## config.mk

```make
export PLATFORM = sky130hd
export DESIGN_NAME = cmos_crop_stream
export DESIGN_NICKNAME = d
export VERILOG_FILES = /design/src/rtl/cmos_crop_stream.sv
export SDC_FILE = /design/constraint.sdc
export NUM_CORES = 1
export LEC_CHECK = 0
export ABC_AREA = 1
export CORE_MARGIN = 5
export CORE_UTILIZATION = 30
export DETAILED_ROUTE_END_ITERATION = 12
export GPL_ROUTABILITY_DRIVEN = 0
export PLACE_DENSITY_LB_ADDON = 0.15
export REMOVE_ABC_BUFFERS = 1
export SYNTH_ARGS = -nofsm -noshare
export SYNTH_HDL_FRONTEND = slang
export SYNTH_SLANG_ARGS = --single-unit
```

## constraint.sdc

```tcl
create_clock -name I_CLK -period 2.2 [get_ports I_CLK]
set_input_delay 0.22 -clock I_CLK [delete_from_list [all_inputs] [get_ports I_CLK]]
set_output_delay 0.22 -clock I_CLK [all_outputs]
set_load 0.01 [all_outputs]
```

## src/rtl/cmos_crop_stream.sv

```systemverilog
// cmos_crop_stream: crops the Bayer pixel stream from the depacketizer to the
// output window. Kept pixels are re-emitted as a ready/valid stream with SOF
// (tuser) and EOL (tlast) tags, buffered by a first-word fall-through FIFO.
// Also checks line/frame geometry, reports drops, and counts completed frames.
module cmos_crop_stream #(
   parameter int unsigned IN_H       = 1922,
   parameter int unsigned IN_V       = 1082,
   parameter int unsigned CROP_X     = 1,
   parameter int unsigned CROP_Y     = 1,
   parameter int unsigned OUT_H      = 1920,
   parameter int unsigned OUT_V      = 1080,
   parameter int unsigned FIFO_DEPTH = 16
) (
   input  logic        I_CLK,
   input  logic        I_Rst_n,
   input  logic [7:0]  I_Cmos_Pixel,
   input  logic        I_Cmos_Vaild,
   input  logic        I_Cmos_V_Sync,
   input  logic        I_Clr_Err,
   output logic [7:0]  O_Tdata,
   output logic        O_Tvalid,
   input  logic        I_Tready,
   output logic        O_Tuser,
   output logic        O_Tlast,
   output logic        O_Overflow,
   output logic        O_Frame_Err,
   output logic [15:0] O_Frame_Cnt
);

   localparam int unsigned AW = $clog2(FIFO_DEPTH);

   localparam logic [11:0] LP_X0   = 12'(CROP_X);
   localparam logic [11:0] LP_X1   = 12'(CROP_X + OUT_H);
   localparam logic [11:0] LP_XL   = 12'(CROP_X + OUT_H - 1);
   localparam logic [11:0] LP_Y0   = 12'(CROP_Y);
   localparam logic [11:0] LP_Y1   = 12'(CROP_Y + OUT_V);
   localparam logic [11:0] LP_IN_H = 12'(IN_H);
   localparam logic [11:0] LP_IN_V = 12'(IN_V);

   typedef enum logic [1:0] {ST_IDLE, ST_ACTIVE, ST_DROP} state_t;

   state_t        r_state;
   state_t        w_state_nxt;

   logic [7:0]    r_pix;
   logic          r_vld;
   logic          r_vs;
   logic          r_vld_d;
   logic          r_vs_d;
   logic [11:0]   r_x;
   logic [11:0]   r_y;
   logic          r_ovf;
   logic          r_err;
   logic [15:0]   r_frame_cnt;

   logic [9:0]    r_mem [FIFO_DEPTH];
   logic [AW-1:0] r_wr_ptr;
   logic [AW-1:0] r_rd_ptr;
   logic [AW:0]   r_count;

   logic          w_vs_rise;
   logic          w_vld_fall;
   logic [11:0]   w_y;
   logic [11:0]   w_y_end;
   logic          w_keep;
   logic          w_tuser;
   logic          w_tlast;
   logic          w_full;
   logic          w_empty;
   logic          w_rd;
   logic          w_try;
   logic          w_wr;
   logic          w_drop;
   logic          w_close;
   logic          w_line_err;
   logic          w_frame_bad;
   logic [9:0]    w_head;

   // Register the raw inputs once, then keep one more stage of sync/valid for edge detection
   always_ff @(posedge I_CLK) begin
      if (!I_Rst_n) begin
         r_pix   <= '0;
         r_vld   <= 1'b0;
         r_vs    <= 1'b0;
         r_vld_d <= 1'b0;
         r_vs_d  <= 1'b0;
      end else begin
         r_pix   <= I_Cmos_Pixel;
         r_vld   <= I_Cmos_Vaild;
         r_vs    <= I_Cmos_V_Sync;
         r_vld_d <= r_vld;
         r_vs_d  <= r_vs;
      end
   end

   assign w_vs_rise  = r_vs & ~r_vs_d;
   assign w_vld_fall = r_vld_d & ~r_vld;

   // A pixel arriving with the sync rise is row 0 of the new frame
   assign w_y     = w_vs_rise ? '0 : r_y;
   // Row count at frame close, including a line that ends in the same cycle
   assign w_y_end = w_vld_fall ? r_y + 12'd1 : r_y;

   assign w_keep  = r_vld && (r_x >= LP_X0) && (r_x < LP_X1) && (w_y >= LP_Y0) && (w_y < LP_Y1);
   assign w_tuser = (r_x == LP_X0) && (w_y == LP_Y0);
   assign w_tlast = (r_x == LP_XL);

   // Column and row position counters
   always_ff @(posedge I_CLK) begin
      if (!I_Rst_n) begin
         r_x <= '0;
         r_y <= '0;
      end else begin
         if (w_vld_fall) begin
            r_x <= '0;
         end else if (r_vld) begin
            r_x <= r_x + 12'd1;
         end
         if (w_vs_rise) begin
            r_y <= '0;
         end else if (w_vld_fall) begin
            r_y <= r_y + 12'd1;
         end
      end
   end

   assign w_full  = (r_count == (AW+1)'(FIFO_DEPTH));
   assign w_empty = (r_count == '0);
   assign w_rd    = ~w_empty & I_Tready;

   // FSM state register
   always_ff @(posedge I_CLK) begin
      if (!I_Rst_n) begin
         r_state <= ST_IDLE;
      end else begin
         r_state <= w_state_nxt;
      end
   end

   // FSM next state: a sync rise opens a frame unless its own pixel is dropped
   always_comb begin
      w_state_nxt = r_state;
      case (r_state)
         ST_IDLE:   if (w_vs_rise) w_state_nxt = w_drop ? ST_DROP : ST_ACTIVE;
         ST_ACTIVE: if (w_drop)    w_state_nxt = ST_DROP;
         ST_DROP:   if (w_vs_rise) w_state_nxt = w_drop ? ST_DROP : ST_ACTIVE;
         default:   w_state_nxt = ST_IDLE;
      endcase
   end

   // FSM outputs: write kept pixels while a frame is open, drop when the FIFO cannot take them
   always_comb begin
      w_try       = w_keep & ((r_state == ST_ACTIVE) | w_vs_rise);
      w_wr        = w_try & (~w_full | w_rd);
      w_drop      = w_try & w_full & ~w_rd;
      w_close     = w_vs_rise & (r_state != ST_IDLE);
      w_line_err  = w_vld_fall & (r_state != ST_IDLE) & (r_x != LP_IN_H);
      w_frame_bad = w_close & (w_y_end != LP_IN_V);
   end

   // Sticky status flags (set beats clear) and completed-frame counter
   always_ff @(posedge I_CLK) begin
      if (!I_Rst_n) begin
         r_ovf       <= 1'b0;
         r_err       <= 1'b0;
         r_frame_cnt <= '0;
      end else begin
         if (w_drop) begin
            r_ovf <= 1'b1;
         end else if (I_Clr_Err) begin
            r_ovf <= 1'b0;
         end
         if (w_line_err || w_frame_bad) begin
            r_err <= 1'b1;
         end else if (I_Clr_Err) begin
            r_err <= 1'b0;
         end
         if (w_close) begin
            r_frame_cnt <= r_frame_cnt + 16'd1;
         end
      end
   end

   // FIFO pointers and occupancy
   always_ff @(posedge I_CLK) begin
      if (!I_Rst_n) begin
         r_wr_ptr <= '0;
         r_rd_ptr <= '0;
         r_count  <= '0;
      end else begin
         if (w_wr) r_wr_ptr <= r_wr_ptr + AW'(1);
         if (w_rd) r_rd_ptr <= r_rd_ptr + AW'(1);
         case ({w_wr, w_rd})
            2'b10:   r_count <= r_count + 1'b1;
            2'b01:   r_count <= r_count - 1'b1;
            default: r_count <= r_count;
         endcase
      end
   end

   // FIFO storage, {tuser, tlast, pixel}
   always_ff @(posedge I_CLK) begin
      if (w_wr) r_mem[r_wr_ptr] <= {w_tuser, w_tlast, r_pix};
   end

   assign w_head      = r_mem[r_rd_ptr];
   assign O_Tvalid    = ~w_empty;
   assign O_Tdata     = w_empty ? '0 : w_head[7:0];
   assign O_Tlast     = ~w_empty & w_head[8];
   assign O_Tuser     = ~w_empty & w_head[9];
   assign O_Overflow  = r_ovf;
   assign O_Frame_Err = r_err;
   assign O_Frame_Cnt = r_frame_cnt;

endmodule

```

# Yosys cells after proc, flatten, opt, wreduce, memory -nomap -nowiden
# Memories as Yosys holds them, arrays and structs flattened. A register that Yosys moved wholly into a read port is not among the register bits.
# Index checks and enable logic that the tools add are counted.
# classes
n_addsub	7
multipliers	0
n_div	0
n_lt_le_gt_ge	4
eq_ne	12
shift	0
mux	15
bitwise_logic	21
n_reduce_logical	16
# ops
operator	count
$add 12x1->12 const B	2
$eq 12x1->1 const B	2
$ge 12x1->1 const B	2
$lt 12x11->1 const B	2
$mux 12	2
$ne 12x11->1 const B	2
$add 16x1->16 const B	1
$and 1x1->1	13
$eq 12x11->1 const B	1
$pmux 5 s2	1
$add 4x1->4 const B	2
$mux 4	2
$mux 8	1
$reduce_bool 2->1	4
$mux 2	3
$not 1->1	6
$reduce_or 2->1	3
$add 5x1->5 const B	1
$eq 5x5->1 const B	1
$logic_and 1x1->1	5
$logic_not 5->1	1
$mux 1	5
$sub 5x1->5 const B	1
$eq 2x1->1 const B	2
other kinds (8)	10
# word_totals
ff_bits	69
latch_bits	0
mem_bits_rw	160
romBits	0
memories	1
# memory_table
name	words	word_bits	read_ports	rd_ports_with_merged_regs	wr	line_no	rtl
r_mem	16	10	1	1	1	56	logic [9:0] r_mem [FIFO_DEPTH];

# Logic depth before layout (Yosys ltp)
# depth
ltp_word	12
mapped_depth	19

# Least setup slack after synthesis
# No wires, ideal clock.
# synth_timing
path_type	flip-flop to flip-flop
startpoint	reg r_count[0]
endpoint	reg r_count[4]
setup_time_ns	0.064
arrival_ns	2.364
t_required_ns	2.136
path_slack_ns	-0.228
path_stages_with_launch	16
n_path_buf	0
period_less_slack_ns	2.428
cell_sequence	dfxtp_1 > nor4_4 > nand2_2 > nand2_1 > nand3_2 > nand2_4 > ha_1 > inv_1 > fa_1 > nor2_1 > a211oi_1 > nand2_1 > nand2_1 > o21ai_0 > nand2_1 > nor2_1
# synth_between
elab_chain_cells	7
elab_cells_between_ends	13
# synth_lines
item	line_no	rtl
start, declared	59	logic [AW:0] r_count;
start signal, assigned	194	2'b10: r_count <= r_count + 1'b1;
start signal, assigned	195	2'b01: r_count <= r_count - 1'b1;
start signal, assigned	196	default: r_count <= r_count;
$logic_not 5->1 (*)	128	assign w_empty = (r_count == '0);
$not 1->1 (*)	-	
net O_Tvalid	21	output logic O_Tvalid,
$and 1x1->1 (*)	129	assign w_rd = ~w_empty & I_Tready;
$or 1x1->1	154	w_wr = w_try & (~w_full | w_rd);
$and 1x1->1	154	
$eq 2x1->1 / $eq 2x2->1 (equally long branches)	193	case ({w_wr, w_rd})
$pmux 5 s2 / $reduce_bool 2->1 (equally long branches)	-	
# The timed path passes the listed nets; every way through them passes the cells marked *.
# A chain may end at the register's enable or synchronous reset.

==> flow_summary.yaml <==
run_status:
  outcome: "finished with violations"
  violations: "negative setup slack"
drt:
  dr.pass1.iters: 5
  via_count: 7446
  drc: 0
  ant_nets: 0
  avgViaCountPerCell: 4.639
  drt_iter0_drc: 496
  wl_per_cell_um: 16.34
  finalWirelength_um: 26220
timing:
  rsz0062_at_grt: "true"
  worst_slew_pin_slew_ps: 679.7
  finalCritPeriodShare_pct: 106.9
  min_period_ps: 2352
  fmax_ghz: 0.4252
  timing.final.hold_violations: 0
  relSlewSlack_pct: 54.63
  slew_violations: 0
  fin_ws_ps: -151.8
  skew_ps: 16.48
  setup_violations: 12
logic_synthesis:
  synth_top_area_share_pct: 48.53
  synth_flop_cell: "edfxtp_1"
  synthArstFlopShare_pct: 0
  synth.top_cells.by_area: "edfxtp_1, dfxtp_1, nor2_1, o21ai_0, nand2_1"
  ys_ff_latch: 233
  syn_area_per_cell_um2: 10.37
  yosysSeqAreaShare_pct: 63.29
  synthesis.area_um2: 9901
  yosysUniqueCellTypes: 46
  yosysWarnings: 0
  synth_edf_count: 160
  synthCells: 955
  yosysTopAreaCell: "edfxtp_1"
layout:
  drive_gt1_share_pct: 29.06
  area_delta_synth_final_pct: 37.48
  final_common_cell: "edfxtp_1"
  fin_nets: 1172
  final_cell_mix: "edfxtp_1, nor2_1, buf_4, nand2_1, o21ai_0"
  stdcell_count: 1605
  n_antenna_cell: 0
critical_path:
  critPathSlowestCell: "dfxtp_4"
  end_kind: "output port"
  reg2reg_from: "r_x[0]"
  start_kind: "register"
  critPathBufInv: 5
  crit_fanout: 7
  reg2reg_depth: 16
  r2r_end: "r_count[4]"
  worstPathArrival_ps: 2130
  ff2ff_setup_slack_ps: -30
  path_cells: "inv_8, buf_12, buf_8, buf_12, nor2_2, o221ai_2, nand3_2, a21oi_4, buf_6"
  cp_common_cell: "buf_12"
  cp.required_ps: 1980
  crit_family: "buffers and inverters"
  critical_path_class: "register to output port"
  setup.worst_path.end: "O_Tdata[0]"
  slowest_delay_ps: 410
  crit_cells: 9
clocking:
  cts_buffer_depth: 3
  cts_tree: "done"
  htree_levels: 1
  clk_latency_ps: 540
  clock_sink_count: 233
  clock-root-buffer: "clkbuf_16"
  tritoncts.num_buffers: 27
  path_clk_slew_ps: 60
power:
  power_w: 0.01408
  vdd_drop_max_mv: 0.7272
  powerDensity_nw_per_um2: 1034
  p_leak_nw: 5.138
placed_design:
  dp.cells: 1528
  hpwl_um: 17060
  port_buffers: 42
  dpl_worst_slack_ps: -309.1
global_routing:
  grt_max_degree: 34
  grt_pass1_vias: 7320
  track_usage_pct: 14.12
  gr-total-overflow: 0
  grt_pass1_wl_um: 40960
  antenna_found_initial: 0
floorplanning:
  io_pins: 43
  core_area_um2: 32540
  dieArea_um2: 36740
  die_w_um: 191.7
  core.rowCount: 66
  die_h_um: 191.7
  start_util_pct: 30.43
flow_run:
  drv_cap: 0
min_path:
  min_path_type: "input port to register"
[tightest hold or removal path: stages]
cell and delay (ps):
clkdlybuf4s50_1 390, nand2_1 60, inv_1 30
[synthesized netlist by cell type (10+ instances only)]
master    number
o221ai_1      34
dfxtp_1       73
inv_1         78
ha_1          15
nor2_1       163
clkbuf_1      36
nand4_1       11
nand3_1       45
nand2_1      110
o21ai_0      103
a21oi_1       44
nor3_1        10
edfxtp_1     160
[power breakdown]
part	switching (W)	internal [W]	total, W	leakage, nW
clock	0.00187	0.00285	0.00471	0.463
combinational	0.00232	0.00211	0.00442	2.61
sequential	0.000168	0.00477	0.00494	2.06
[metrics by stage]
stage | hold WS (ps) | area (µm²) | setup TNS, ps | util, %
final | 218.5 | 13610 | -1160 | 41.84
after global routing | 203.8 | 13610 | -2746 | 41.84
after CTS | 193.0 | 13270 | -1622 | 40.78
after detailed placement | 466.2 | 11800 | -1626 | 36.28
after global placement | 451.1 | 11800 | -1579 | 36.28
after floorplan | 313.5 | 9748 | -8880 | -
[kinds of logic (layout without fill, tap and decap cells)]
logic type | count (synthesis) | count (layout) | share of synthesized area (%)
and+or+nand+nor | 374 | 374 | 17.33
DFF | 233 | 233 | 63.29
AOI/OAI and AO/OA | 200 | 200 | 11.75
buffers and inverters | 124 | 332 | 4.827
adders and majority gates | 16 | 16 | 2.098
xor gates and xnor gates | 8 | 8 | 0.7077
[worst min-delay path by stage]
stage / startpoint / to / slack, ps / depth (start not counted)
2_1_floorplan: I_Rst_n / r_pix[0] / 310 / 2
3_3_place_gp: r_state[0] / r_state[1] / 450 / 1
3_5_place_dp: r_state[0] / r_state[1] / 470 / 1
4_1_cts: I_Cmos_Pixel[5] / r_pix[5] / 190 / 3
5_1_grt: I_Cmos_Vaild / r_vld / 200 / 3
6_report: I_Cmos_Vaild / r_vld / 220 / 3
[layer usage]
| metal | vias to the layer above | share of wire (%) | track usage [%] |
|---|---|---|---|
| li1 | 3722 | - | - |
| met1 | 3555 | 47 | 19.49 |
| met2 | 133 | 48 | 23.75 |
| met3 | 36 | 3.7 | 1.963 |
| met4 | 0 | 1.6 | 3.011 |
| met5 | - | 0 | 0 |
[state kept, by name, summed over array words and instances (netlist names), named ones only]
signal / flops
r_count: 5
O_Frame_Cnt: 16
r_wr_ptr: 4
r_state: 2
r_mem: 160
r_rd_ptr: 4
r_vld: 1
r_vs: 1
r_pix: 8
r_vs_d: 1
O_Frame_Err: 1
r_vld_d: 1
O_Overflow: 1
r_y: 12
r_x: 12
[repair_timing]
| item | in CTS | in global routing |
|---|---|---|
| endpoints found under the setup margin | 20 | 173 |
| buffers inserted | 22 | 3 |
| gates cloned | 3 | 2 |
| pin swaps | 49 | 29 |
| gates resized for setup | 140 | 88 |
| hold buffers | 0 | 0 |
[cell type report]
cell class                 instances  area [µm²]
multi-input combinational        598        3581
tap                              442       553.0
clock inverter                    20       225.2
fill                            3176       18920
clock buffer                      30       718.2
sequential                       233        6280
inverter                          85       332.8
timing repair buffer             197        1922
Power figures use the tool's default switching activity.
